===== config.mk =====
export PLATFORM = sky130hd
export DESIGN_NAME = cache_mem_arbiter
export DESIGN_NICKNAME = d
export VERILOG_FILES = /design/src/rtl/cache_mem_arbiter.sv
export SDC_FILE = /design/constraint.sdc
export NUM_CORES = 1
export LEC_CHECK = 0
export ABC_AREA = 0
export BUFFER_PORTS_ARGS = -buffer_cell sky130_fd_sc_hd__buf_2
export CORE_AREA = 2 2 583 585
export DETAILED_ROUTE_END_ITERATION = 6
export DIE_AREA = 0 0 585 587
export MAX_ROUTING_LAYER = met4
export PLACE_DENSITY = 0.31
export SLEW_MARGIN = 20
export SYNTH_ARGS = -nofsm -noshare
export SYNTH_HDL_FRONTEND = slang
export SYNTH_SLANG_ARGS = --single-unit

===== constraint.sdc =====
create_clock -name clk -period 3.8 [get_ports clk]
set_clock_uncertainty 0.15 [all_clocks]
set_input_delay 0 -clock clk [delete_from_list [all_inputs] [get_ports clk]]
set_output_delay 0 -clock clk [all_outputs]
set_load 0.005 [all_outputs]

===== src/rtl/cache_mem_arbiter.sv =====
// rtl/cache_mem_arbiter.sv - round-robin arbiter sharing one line-fill memory port between I-cache and D-cache
module cache_mem_arbiter #(
    parameter int ADDR_WIDTH = 32,
    parameter int LINE_WIDTH = 256
) (
    input  logic                  clk,
    input  logic                  rst,
    input  logic [ADDR_WIDTH-1:0] i_dfp_addr,
    input  logic                  i_dfp_read,
    output logic [LINE_WIDTH-1:0] i_dfp_rdata,
    output logic [ADDR_WIDTH-1:0] i_dfp_raddr,
    output logic                  i_dfp_resp,
    input  logic [ADDR_WIDTH-1:0] d_dfp_addr,
    input  logic                  d_dfp_read,
    input  logic                  d_dfp_write,
    input  logic [LINE_WIDTH-1:0] d_dfp_wdata,
    output logic [LINE_WIDTH-1:0] d_dfp_rdata,
    output logic [ADDR_WIDTH-1:0] d_dfp_raddr,
    output logic                  d_dfp_resp,
    output logic [ADDR_WIDTH-1:0] mem_addr,
    output logic                  mem_read,
    output logic                  mem_write,
    output logic [LINE_WIDTH-1:0] mem_wdata,
    input  logic [LINE_WIDTH-1:0] mem_rdata,
    input  logic [ADDR_WIDTH-1:0] mem_raddr,
    input  logic                  mem_resp,
    output logic                  busy
);

    typedef enum logic [1:0] {IDLE, I_BUSY, D_BUSY} state_t;

    localparam logic [ADDR_WIDTH-1:0] LINE_MASK = ADDR_WIDTH'(5'h1f);

    state_t state;
    logic   rr_last_d;
    logic   i_req;
    logic   d_req;
    logic   grant_d;

    // On a tie the side that did not win last time gets the port.
    always_comb begin
        i_req   = i_dfp_read;
        d_req   = d_dfp_read | d_dfp_write;
        grant_d = d_req && (!i_req || !rr_last_d);
    end

    always_ff @(posedge clk or negedge rst) begin
        if (!rst) begin
            state     <= IDLE;
            rr_last_d <= 1'b0;
            mem_addr  <= '0;
            mem_read  <= 1'b0;
            mem_write <= 1'b0;
            mem_wdata <= '0;
        end else begin
            case (state)
                IDLE: begin
                    if (grant_d) begin
                        state     <= D_BUSY;
                        rr_last_d <= 1'b1;
                        mem_addr  <= d_dfp_addr & ~LINE_MASK;
                        mem_write <= d_dfp_write;
                        mem_read  <= !d_dfp_write;
                        mem_wdata <= d_dfp_wdata;
                    end else if (i_req) begin
                        state     <= I_BUSY;
                        rr_last_d <= 1'b0;
                        mem_addr  <= i_dfp_addr & ~LINE_MASK;
                        mem_write <= 1'b0;
                        mem_read  <= 1'b1;
                    end
                end
                I_BUSY, D_BUSY: begin
                    if (mem_resp) begin
                        state     <= IDLE;
                        mem_read  <= 1'b0;
                        mem_write <= 1'b0;
                    end
                end
                default: state <= IDLE;
            endcase
        end
    end

    // Completion is routed straight through so the owner sees it in the mem_resp cycle.
    always_comb begin
        busy        = (state != IDLE);
        i_dfp_resp  = (state == I_BUSY) && mem_resp;
        d_dfp_resp  = (state == D_BUSY) && mem_resp;
        i_dfp_rdata = (state == I_BUSY) ? mem_rdata : '0;
        i_dfp_raddr = (state == I_BUSY) ? mem_raddr : '0;
        d_dfp_rdata = (state == D_BUSY) ? mem_rdata : '0;
        d_dfp_raddr = (state == D_BUSY) ? mem_raddr : '0;
    end

    a_mem_op_excl: assert property (@(posedge clk) disable iff (!rst) !(mem_read && mem_write));
    a_resp_excl:   assert property (@(posedge clk) disable iff (!rst) !(i_dfp_resp && d_dfp_resp));
    a_d_rw_excl:   assert property (@(posedge clk) disable iff (!rst) !(d_dfp_read && d_dfp_write))
        else $warning("d_dfp_read and d_dfp_write both high; serviced as write-back");

endmodule


==> results_dict.tcl, run 1 <==
set metrics [dict create \
    grt_max_degree 78 \
    status "completed" \
    final_common_cell "buf_2" \
    drt-vias-per-instance 2.42 \
    place.gp.congestion 0.983 \
    regArea_sq_um 7210 \
    min_period_over_period_pct 79.7 \
    n_fill_cell 39500 \
    reg2reg_slack_ps 800 \
    clockRootBuffer "clkbuf_16" \
    start_util_pct 4.46 \
    totalWireLength_microns 223000 \
    clock_path_buffers 3 \
    min_path_type "in2reg" \
    chipHeight_microns 587 \
    insertion_delay_ps 640 \
    hold_viol 0 \
    final_cell_mix "buf_2 (1466), and2_1 (578), dlygate4sd3_1 (512)" \
    core_area_sq_um 338000 \
    cp.required_ps 3650 \
    grt_pass1_wl_microns 265000 \
    num_vias 19300 \
    nets 3916 \
    route.detailed.drc 0 \
    yosys_warnings 0 \
    ys_seq_area_share_pct 47.9 \
    antenna_found_initial 196 \
    worst_ep_arrival_time_ps 2880 \
    cts_buffers 38 \
    grt_overflow 0 \
    slew_violations 0 \
    rows 214 \
    drt-initial-drc-count 833 \
    cap_violations 0 \
    period_needed_ps 3030 \
    irDropWorstVdd_mv 0.409 \
    syn_area_per_cell_sq_um 11.3 \
    critPathKind "reg2out" \
    final_antenna_net_count 0 \
    clock_sinks 288 \
    clk_pin_slew_ps 70 \
    grt_pass1_vias 19900 \
    ys_ff_latch 288 \
    die_w_microns 585 \
    post_cts_buffers 0 \
    setup_tns_ps 0 \
    avgRoutedWirePerCell_microns 28.0 \
    endpoint_kind "output pin" \
    yosys.area.top_type "dfrtp_1" \
    syn_to_final_growth_pct 130 \
    synth_cell_types 31 \
    synth_area_sq_um 15100 \
    leakagePower_nw 16.0 \
    drive_above_1_share_pct 54.0 \
    synthTopCellsByArea "dfrtp_1 (48%), and2_1 (24%), mux2_2 (16%)" \
    first_pass_iters 5 \
    slew_headroom_pct 33.3 \
    worst_pin_slew_ps 1000 \
    pwr_density_cell_nw_per_um2 645 \
    ios 1483 \
    synth_top_area_share_pct 47.9 \
    hold-worst-slack_ps 53.3 \
    cts_tree "done" \
    dp_hpwl_microns 202000 \
    crit_path_max_fanout 48 \
    start_kind "flip-flop" \
    multi_input_area_sq_um 7260 \
    setup_viol 0 \
    portBuffers 1467 \
    gr-usage-all-layers_pct 12.9 \
    h-tree-depth 2 \
    max_freq_ghz 0.330 \
    cts_resized 0 \
    rsz0062_at_grt "no" \
    die_area_sq_um 343000 \
    postSynthCellCount 1335 \
]
-- cell type report --
cell class	instances	share of cell area [%]
repair buffers	2025	37.4
multi-input cells	943	20.9
well taps	4536	16.4
clock buffers	45	2.93
flip-flops and latches	288	20.8
inverters	3	0.0324
clock inverters	19	0.808
diodes	113	0.815
-- critical path: stages (launching register included) --
cell and delay, ps:
dfrtp_1 420, inv_1 130, ha_4 580, buf_12 310, and2_1 310, buf_2 170
-- power breakdown --
| group | switching, W | leakage, nW | internal (W) |
|---|---|---|---|
| Sequential | 0.000888 | 3.38 | 0.00466 |
| Clock | 0.00167 | 0.621 | 0.00222 |
| Combinational | 0.00753 | 12.0 | 0.00543 |
| Total | 0.0101 | 16.0 | 0.0123 |
-- cell families (layout without fill, tap and decap cells) --
| family | count (synthesis) | count (layout) | synth area share (%) |
|---|---|---|---|
| buffers and inverters | 108 | 2092 | 4.24 |
| other | 1 | 118 | 0.0249 |
| DFF | 288 | 288 | 47.9 |
| adders and majority gates | 3 | 3 | 0.249 |
| and+or+nand+nor | 615 | 615 | 25.1 |
| muxes | 283 | 283 | 20.9 |
| AOI/OAI and AO/OA | 37 | 37 | 1.60 |
-- worst paths after layout --
path,depth (start not counted),from,end
worst max register to register,6,rr_last_d,mem_addr[19]
worst min-delay path,3,d_dfp_wdata[194],mem_wdata[194]
max in group asynchronous,4,rst,mem_wdata[154]
worst max-delay path,5,state[1],i_dfp_rdata[242]
worst min register to register,1,mem_wdata[200],mem_wdata[200]
min in group asynchronous,4,rst,mem_wdata[47]
-- Yosys cell counts --
library cell / n
a2111oi_0: 1
a211o_1: 1
a21o_1: 2
a22o_1: 1
a31oi_1: 1
and2_1: 578
buf_2: 6
buf_4: 6
buf_6: 27
clkbuf_1: 66
conb_1: 1
dfrtp_1: 288
ha_1: 3
inv_1: 2
inv_2: 1
mux2_1: 43
mux2_2: 213
mux2i_1: 27
nand2_1: 29
nand4b_1: 1
nor2_1: 1
nor2_4: 1
nor2b_1: 2
nor3_1: 1
nor3b_1: 1
o21ai_0: 27
o2bb2ai_1: 1
o2bb2ai_4: 1
o311ai_0: 1
o31ai_2: 1
or3_1: 1
-- per-stage QoR --
stage	utilization, %	cells	worst slack, ps	power (W)	area [sq um]
CTS	10.2	7859	638	0.0232	34400
global placement	8.28	7282	1160	0.0180	28000
detailed placement	8.28	7282	1120	0.0180	28000
global route	10.3	7965	596	0.0241	34700
finish	10.3	7972	772	0.0224	34700
floorplan	-	1339	1880	0.00979	15100
-- state kept, by name (all words and copies together), names as in the netlist --
| register | cells |
|---|---|
| mem_wdata | 256 |
| mem_addr | 27 |
| state | 2 |
| mem_read | 1 |
| mem_write | 1 |
| rr_last_d | 1 |
-- metal layers --
metal | global-route usage, % | vias up | routed length (microns)
li1 | - | 8405 | -
met1 | 11.9 | 9184 | 74700
met2 | 21.2 | 1385 | 105000
met3 | 8.33 | 358 | 33600
met4 | 4.72 | 0 | 10400
met5 | - | - | 0
-- timing repair --
| action | 4_1_cts | 5_1_grt |
|---|---|---|
| setup endpoints to repair | 0 | 0 |
| hold endpoints to repair | 576 | 0 |
| hold buffers | 513 | 0 |
Power figures use the tool's default switching activity.
==> run 2: changes to the inputs <==
--- a/config.mk
+++ b/config.mk
@@ -7,9 +7,9 @@
 export LEC_CHECK = 0
 export ABC_AREA = 0
 export BUFFER_PORTS_ARGS = -buffer_cell sky130_fd_sc_hd__buf_2
-export CORE_AREA = 2 2 583 585
+export CORE_AREA = 2 2 571 573
 export DETAILED_ROUTE_END_ITERATION = 6
-export DIE_AREA = 0 0 585 587
+export DIE_AREA = 0 0 573 575
 export MAX_ROUTING_LAYER = met4
 export PLACE_DENSITY = 0.31
 export SLEW_MARGIN = 20
==> constraint.sdc (replaced) <==
create_clock -name clk -period 3.15 [get_ports clk]
set_clock_uncertainty 0.15 [all_clocks]
set_input_delay 0 -clock clk [delete_from_list [all_inputs] [get_ports clk]]
set_output_delay 0 -clock clk [all_outputs]
set_load 0.005 [all_outputs]
==> results_dict.tcl, run 2 (synthesis gave the netlist of run 1 again) <==
set metrics [dict create \
    largest_register "mem_wdata" \
    cts_buffers 37 \
    cts_tree "done" \
    n_fill_cell 37700 \
    status "completed" \
    min_path_type "in2reg" \
    nets 3899 \
    syn_to_final_growth_pct 130 \
    clock_path_buffers 3 \
    min_from "d_dfp_wdata[174]" \
    drive_above_1_share_pct 54.5 \
    pwr-share-clk_pct 17.5 \
    endpoint_kind "flip-flop" \
    clockRootBuffer "clkbuf_16" \
    p_sw_share_pct 44.4 \
    pwr-share-seq_pct 24.9 \
    dp_hpwl_microns 202000 \
    totalWireLength_microns 222000 \
    design_power_total_w 0.0270 \
    p_sw_w 0.0120 \
    drt-initial-drc-count 851 \
    startpoint "rr_last_d" \
    start_util_pct 4.66 \
    first_pass_iters 5 \
    combinationalPowerShare_pct 57.6 \
    final_antenna_net_count 0 \
    core_area_sq_um 323000 \
    worst_ep_arrival_time_ps 3330 \
    cap_violations 0 \
    pwr_density_cell_nw_per_um2 782 \
    p_int_w 0.0150 \
    slowest_stage "dlygate4sd3_1" \
    period_needed_ps 2990 \
    crit_path_max_fanout 28 \
    max_freq_ghz 0.335 \
    insertion_delay_ps 620 \
    chipHeight_microns 575 \
    die_area_sq_um 329000 \
    rsz0062_at_grt "no" \
    hold-worst-slack_ps 71.7 \
    leakagePower_nw 16.0 \
    largest_reg_flops 256 \
    irDropWorstVdd_mv 0.436 \
    hold_viol 0 \
    cpPeakStageDelay_ps 650 \
    path_common_cell "dlygate4sd3_1" \
    setup_tns_ps 0 \
    avgRoutedWirePerCell_microns 28.3 \
    clock_sinks 288 \
    cp.required_ps 3500 \
    final_common_cell "buf_2" \
    setup_viol 0 \
    cp_cell_sequence "o2bb2ai_4, buf_4, mux2i_1, dlygate4sd3_1, o21ai_0, dlygate4sd3_1" \
    clk_pin_slew_ps 60 \
    grt_pass1_wl_microns 268000 \
    ios 1483 \
    h-tree-depth 2 \
    min_period_over_period_pct 94.9 \
    final_cell_area_sq_um 34600 \
    gr-usage-all-layers_pct 13.4 \
    critPathKind "reg2reg" \
    slew_violations 0 \
    grt_pass1_vias 20300 \
    route.detailed.drc 0 \
    slew_headroom_pct 54.9 \
    start_kind "flip-flop" \
    postPlaceCellArea_sq_um 27900 \
    portBuffers 1467 \
    grt_max_degree 70 \
    grt_overflow 0 \
    drt-vias-per-instance 2.47 \
    die_w_microns 573 \
    num_vias 19400 \
    worst_pin_slew_ps 676 \
    final_cell_mix "buf_2 (1466), and2_1 (578), dlygate4sd3_1 (482)" \
    reg_top3 "mem_wdata x256, mem_addr x27, state x2" \
    antenna_found_initial 215 \
    rows 209 \
    place.gp.congestion 0.983 \
    r2r-start "rr_last_d" \
]
run 2: changes by cell type in the layout (fill, tap and decap cells not counted), sizes merged:
cell	delta
buf	+14
clkbuf	+8
diode	+106
inv	-2
clkinv	-1
clkinvlp	-3
dlygate4sd3	-30
run 2: worst paths after layout:
path                             endpoint  slack [ps]  depth (start not counted)
max                           mem_addr[6]         160                          6
min                        mem_wdata[174]          70                          3
max reg2reg                   mem_addr[6]         160                          6
min reg2reg                 mem_wdata[16]         330                          1
max in group asynchronous   mem_wdata[50]        1830                          4
min in group asynchronous  mem_wdata[110]         520                          4
run 2: stage by stage:
stage	util, %	worst slack [ps]	instances
final	10.7	161	7853
after global routing	10.7	42.3	7831
after CTS	10.5	37.2	7634
after detailed placement	8.64	565	7085
after global placement	8.64	557	7085
after floorplan	-	1230	1339
run 2: layout make-up:
type | instances | area [sq um] | area share (%)
diodes | 219 | 548 | 1.58
clock buffers | 53 | 1080 | 3.11
clock inverters | 13 | 201 | 0.582
inverters | 3 | 11.3 | 0.0326
multi-input cells | 943 | 7260 | 21.0
flip-flops and latches | 288 | 7210 | 20.8
well taps | 4325 | 5410 | 15.6
repair buffers | 2009 | 12900 | 37.2
run 2: power by group through the flow:
stage / logic, W / registers, W / clock network, W
global placement: 0.0151 / 0.00673 / 0
finish: 0.0156 / 0.00673 / 0.00473
floorplan: 0.00509 / 0.00673 / 0
CTS: 0.0162 / 0.00675 / 0.00500
detailed placement: 0.0149 / 0.00674 / 0
global route: 0.0170 / 0.00699 / 0.00507
run 2: per-layer routing:
layer	wire, microns	share of wire, %	vias up	GRT usage, %
met5	0	0	-	-
met4	9790	4.4	0	4.53
met3	33100	15	312	8.32
met2	105000	47	1342	22.3
met1	74600	34	9251	12.7
li1	-	-	8510	-
run 2: critical path: cells and delay by family, from the launching register on:
kind | cells | cell delay (ps)
flops | 1 | 420
mux | 1 | 360
buf+inv | 3 | 1690
compound gates | 2 | 230
run 2: what timing repair did:
action,in CTS,in global routing
endpoints found under the hold margin,576,0
setup endpoints to repair,0,0
hold buffers,483,0
gates resized for setup,0,0
setup buffers,0,0
==> run 3: changes to the inputs <==
--- a/config.mk
+++ b/config.mk
@@ -10,6 +10,7 @@
 export CORE_AREA = 2 2 571 573
 export DETAILED_ROUTE_END_ITERATION = 6
 export DIE_AREA = 0 0 573 575
+export GPL_TIMING_DRIVEN = 0
 export MAX_ROUTING_LAYER = met4
 export PLACE_DENSITY = 0.31
 export SLEW_MARGIN = 20
==> results_dict.tcl, run 3 (synthesis gave the netlist of run 1 again) <==
set metrics [dict create \
    status "finished, violations left" \
    violations "hold timing" \
    clock_sinks 288 \
    largest_register "mem_wdata" \
    p_sw_w 0.0123 \
    max_freq_ghz 0.334 \
    route.detailed.drc 0 \
    final_common_cell "buf_2" \
    nets 3926 \
    totalWireLength_microns 234000 \
    die_area_sq_um 329000 \
    p_sw_share_pct 45.2 \
    min_period_over_period_pct 95.2 \
    worstPathBufferInverterCount 6 \
    slowest_stage "dfrtp_1" \
    cap_violations 0 \
    gr-usage-all-layers_pct 14.1 \
    final_util_pct 10.7 \
    leakagePower_nw 16.0 \
    antenna_found_initial 225 \
    grt_pass1_wl_microns 281000 \
    die_w_microns 573 \
    largest_reg_flops 256 \
    drive_above_1_share_pct 54.8 \
    design_power_total_w 0.0272 \
    final_cell_mix "buf_2 (1467), and2_1 (577), dlygate4sd3_1 (455)" \
    endpoint_kind "output pin" \
    insertion_delay_ps 600 \
    start_util_pct 4.66 \
    crit_path_max_fanout 10 \
    worst_pin_slew_ps 917 \
    min_path_type "in2reg" \
    clock_path_buffers 3 \
    slew_headroom_pct 38.5 \
    p_int_w 0.0149 \
    hold_viol 1 \
    clockRootBuffer "clkbuf_16" \
    hold-worst-slack_ps -15.7 \
    irDropWorstVdd_mv 0.462 \
    chipHeight_microns 575 \
    cpPeakStageDelay_ps 390 \
    critPathKind "reg2out" \
    cp_top_family "buffers and inverters" \
    worst_ep_arrival_time_ps 2850 \
    cp_cell_sequence "inv_1, ha_1, clkbuf_2, buf_12, clkbuf_4, clkbuf_2, and2_1, buf_2" \
    drt-initial-drc-count 953 \
    drt-vias-per-instance 2.52 \
    dp_hpwl_microns 216000 \
    avgRoutedWirePerCell_microns 29.9 \
    pwr_density_cell_nw_per_um2 789 \
    first_pass_iters 5 \
    portBuffers 1467 \
    slew_violations 0 \
    reg_top3 "mem_wdata x256, mem_addr x27, state x2" \
    num_vias 19700 \
    path_common_cell "clkbuf_2" \
    rows 209 \
    clk_pin_slew_ps 60 \
    rsz0062_at_grt "no" \
    grt_max_degree 80 \
    place.gp.congestion 0.983 \
    combinationalPowerShare_pct 57.2 \
    cts_tree "done" \
    ios 1483 \
    setup_tns_ps 0 \
    grt_overflow 0 \
    pwr-share-seq_pct 24.9 \
    final_antenna_net_count 0 \
    cp.required_ps 3000 \
    n_fill_cell 37800 \
    core_area_sq_um 323000 \
    period_needed_ps 3000 \
    cts_buffers 39 \
    grt_pass1_vias 20400 \
    setup_viol 0 \
    start_kind "flip-flop" \
    syn_to_final_growth_pct 129 \
    h-tree-depth 2 \
    pwr-share-clk_pct 17.8 \
]
## run 3: changes by cell type in the layout (fill, tap and decap cells not counted), moves of 9 or more
| cell | before | now |
|---|---|---|
| clkbuf_1 | 7 | 38 |
| clkbuf_4 | 0 | 9 |
| clkbuf_2 | 0 | 24 |
| buf_6 | 0 | 27 |
| dlygate4sd3_1 | 482 | 455 |
| buf_12 | 18 | 1 |
| buf_4 | 41 | 11 |
| diode_2 | 219 | 181 |
## run 3: per-layer routing
metal	wire length (microns)	track usage [%]	vias to the layer above	share of wire (%)
met5	0	-	-	0
met4	7410	3.48	0	3.2
met3	28600	6.98	265	12
met2	112000	23.8	1418	48
met1	86100	14.6	9539	37
li1	-	-	8511	-
## run 3: power groups by stage
| stage | clock [W] | combinational [W] | sequential, W |
|---|---|---|---|
| 2_1_floorplan | 0 | 0.00509 | 0.00673 |
| 5_1_grt | 0.00520 | 0.0167 | 0.00704 |
| 3_3_place_gp | 0 | 0.0153 | 0.00680 |
| 3_5_place_dp | 0 | 0.0153 | 0.00680 |
| 6_report | 0.00485 | 0.0156 | 0.00678 |
| 4_1_cts | 0.00509 | 0.0162 | 0.00680 |
## run 3: path summary, 6_finish.rpt
| kind | from | to | slack, ps | cells past startpoint |
|---|---|---|---|---|
| max in group asynchronous | rst | mem_wdata[217] | 1430 | 5 |
| max reg2reg | rr_last_d | mem_addr[16] | 330 | 7 |
| min in group asynchronous | rst | mem_wdata[234] | 400 | 4 |
| min | mem_resp | state[1] | -20 | 4 |
| max | state[0] | d_dfp_rdata[205] | 150 | 8 |
| min reg2reg | mem_wdata[217] | mem_wdata[217] | 330 | 1 |
## run 3: stage by stage
| step | setup slack (ps) | hold slack (ps) | instances | area (sq um) |
|---|---|---|---|---|
| after CTS | 1.39 | 1.80 | 7664 | 34000 |
| after detailed placement | -339 | -142 | 7137 | 28000 |
| final | 152 | -15.7 | 7845 | 34500 |
| after floorplan | 1230 | -446 | 1339 | 15100 |
| after global placement | -4700 | 69.6 | 7131 | 27800 |
| after global routing | 2.75 | 28.8 | 7811 | 34400 |
## run 3: area by class of cell
type	instances	area [sq um]	area share (%)
antenna	181	453	1.31
buffer	105	691	2.00
clock buffer	53	1120	3.24
clock inverter	18	246	0.715
inverter	3	11.3	0.0327
multi-input combinational	943	7230	21.0
sequential	288	7210	20.9
tap	4325	5410	15.7
timing repair buffer	1929	12100	35.1
## run 3: worst min-delay path: stages
cell and delay [ps]:
buf_2 290, nor2b_1 140, nor2_1 110, a22o_1 140
## run 3: repair_timing
action                                  4_1_cts  5_1_grt
gates resized for setup                      37       13
endpoints found under the setup margin      335       24
hold buffers                                456        0
buffers inserted                              0        0
endpoints found under the hold margin       499        0
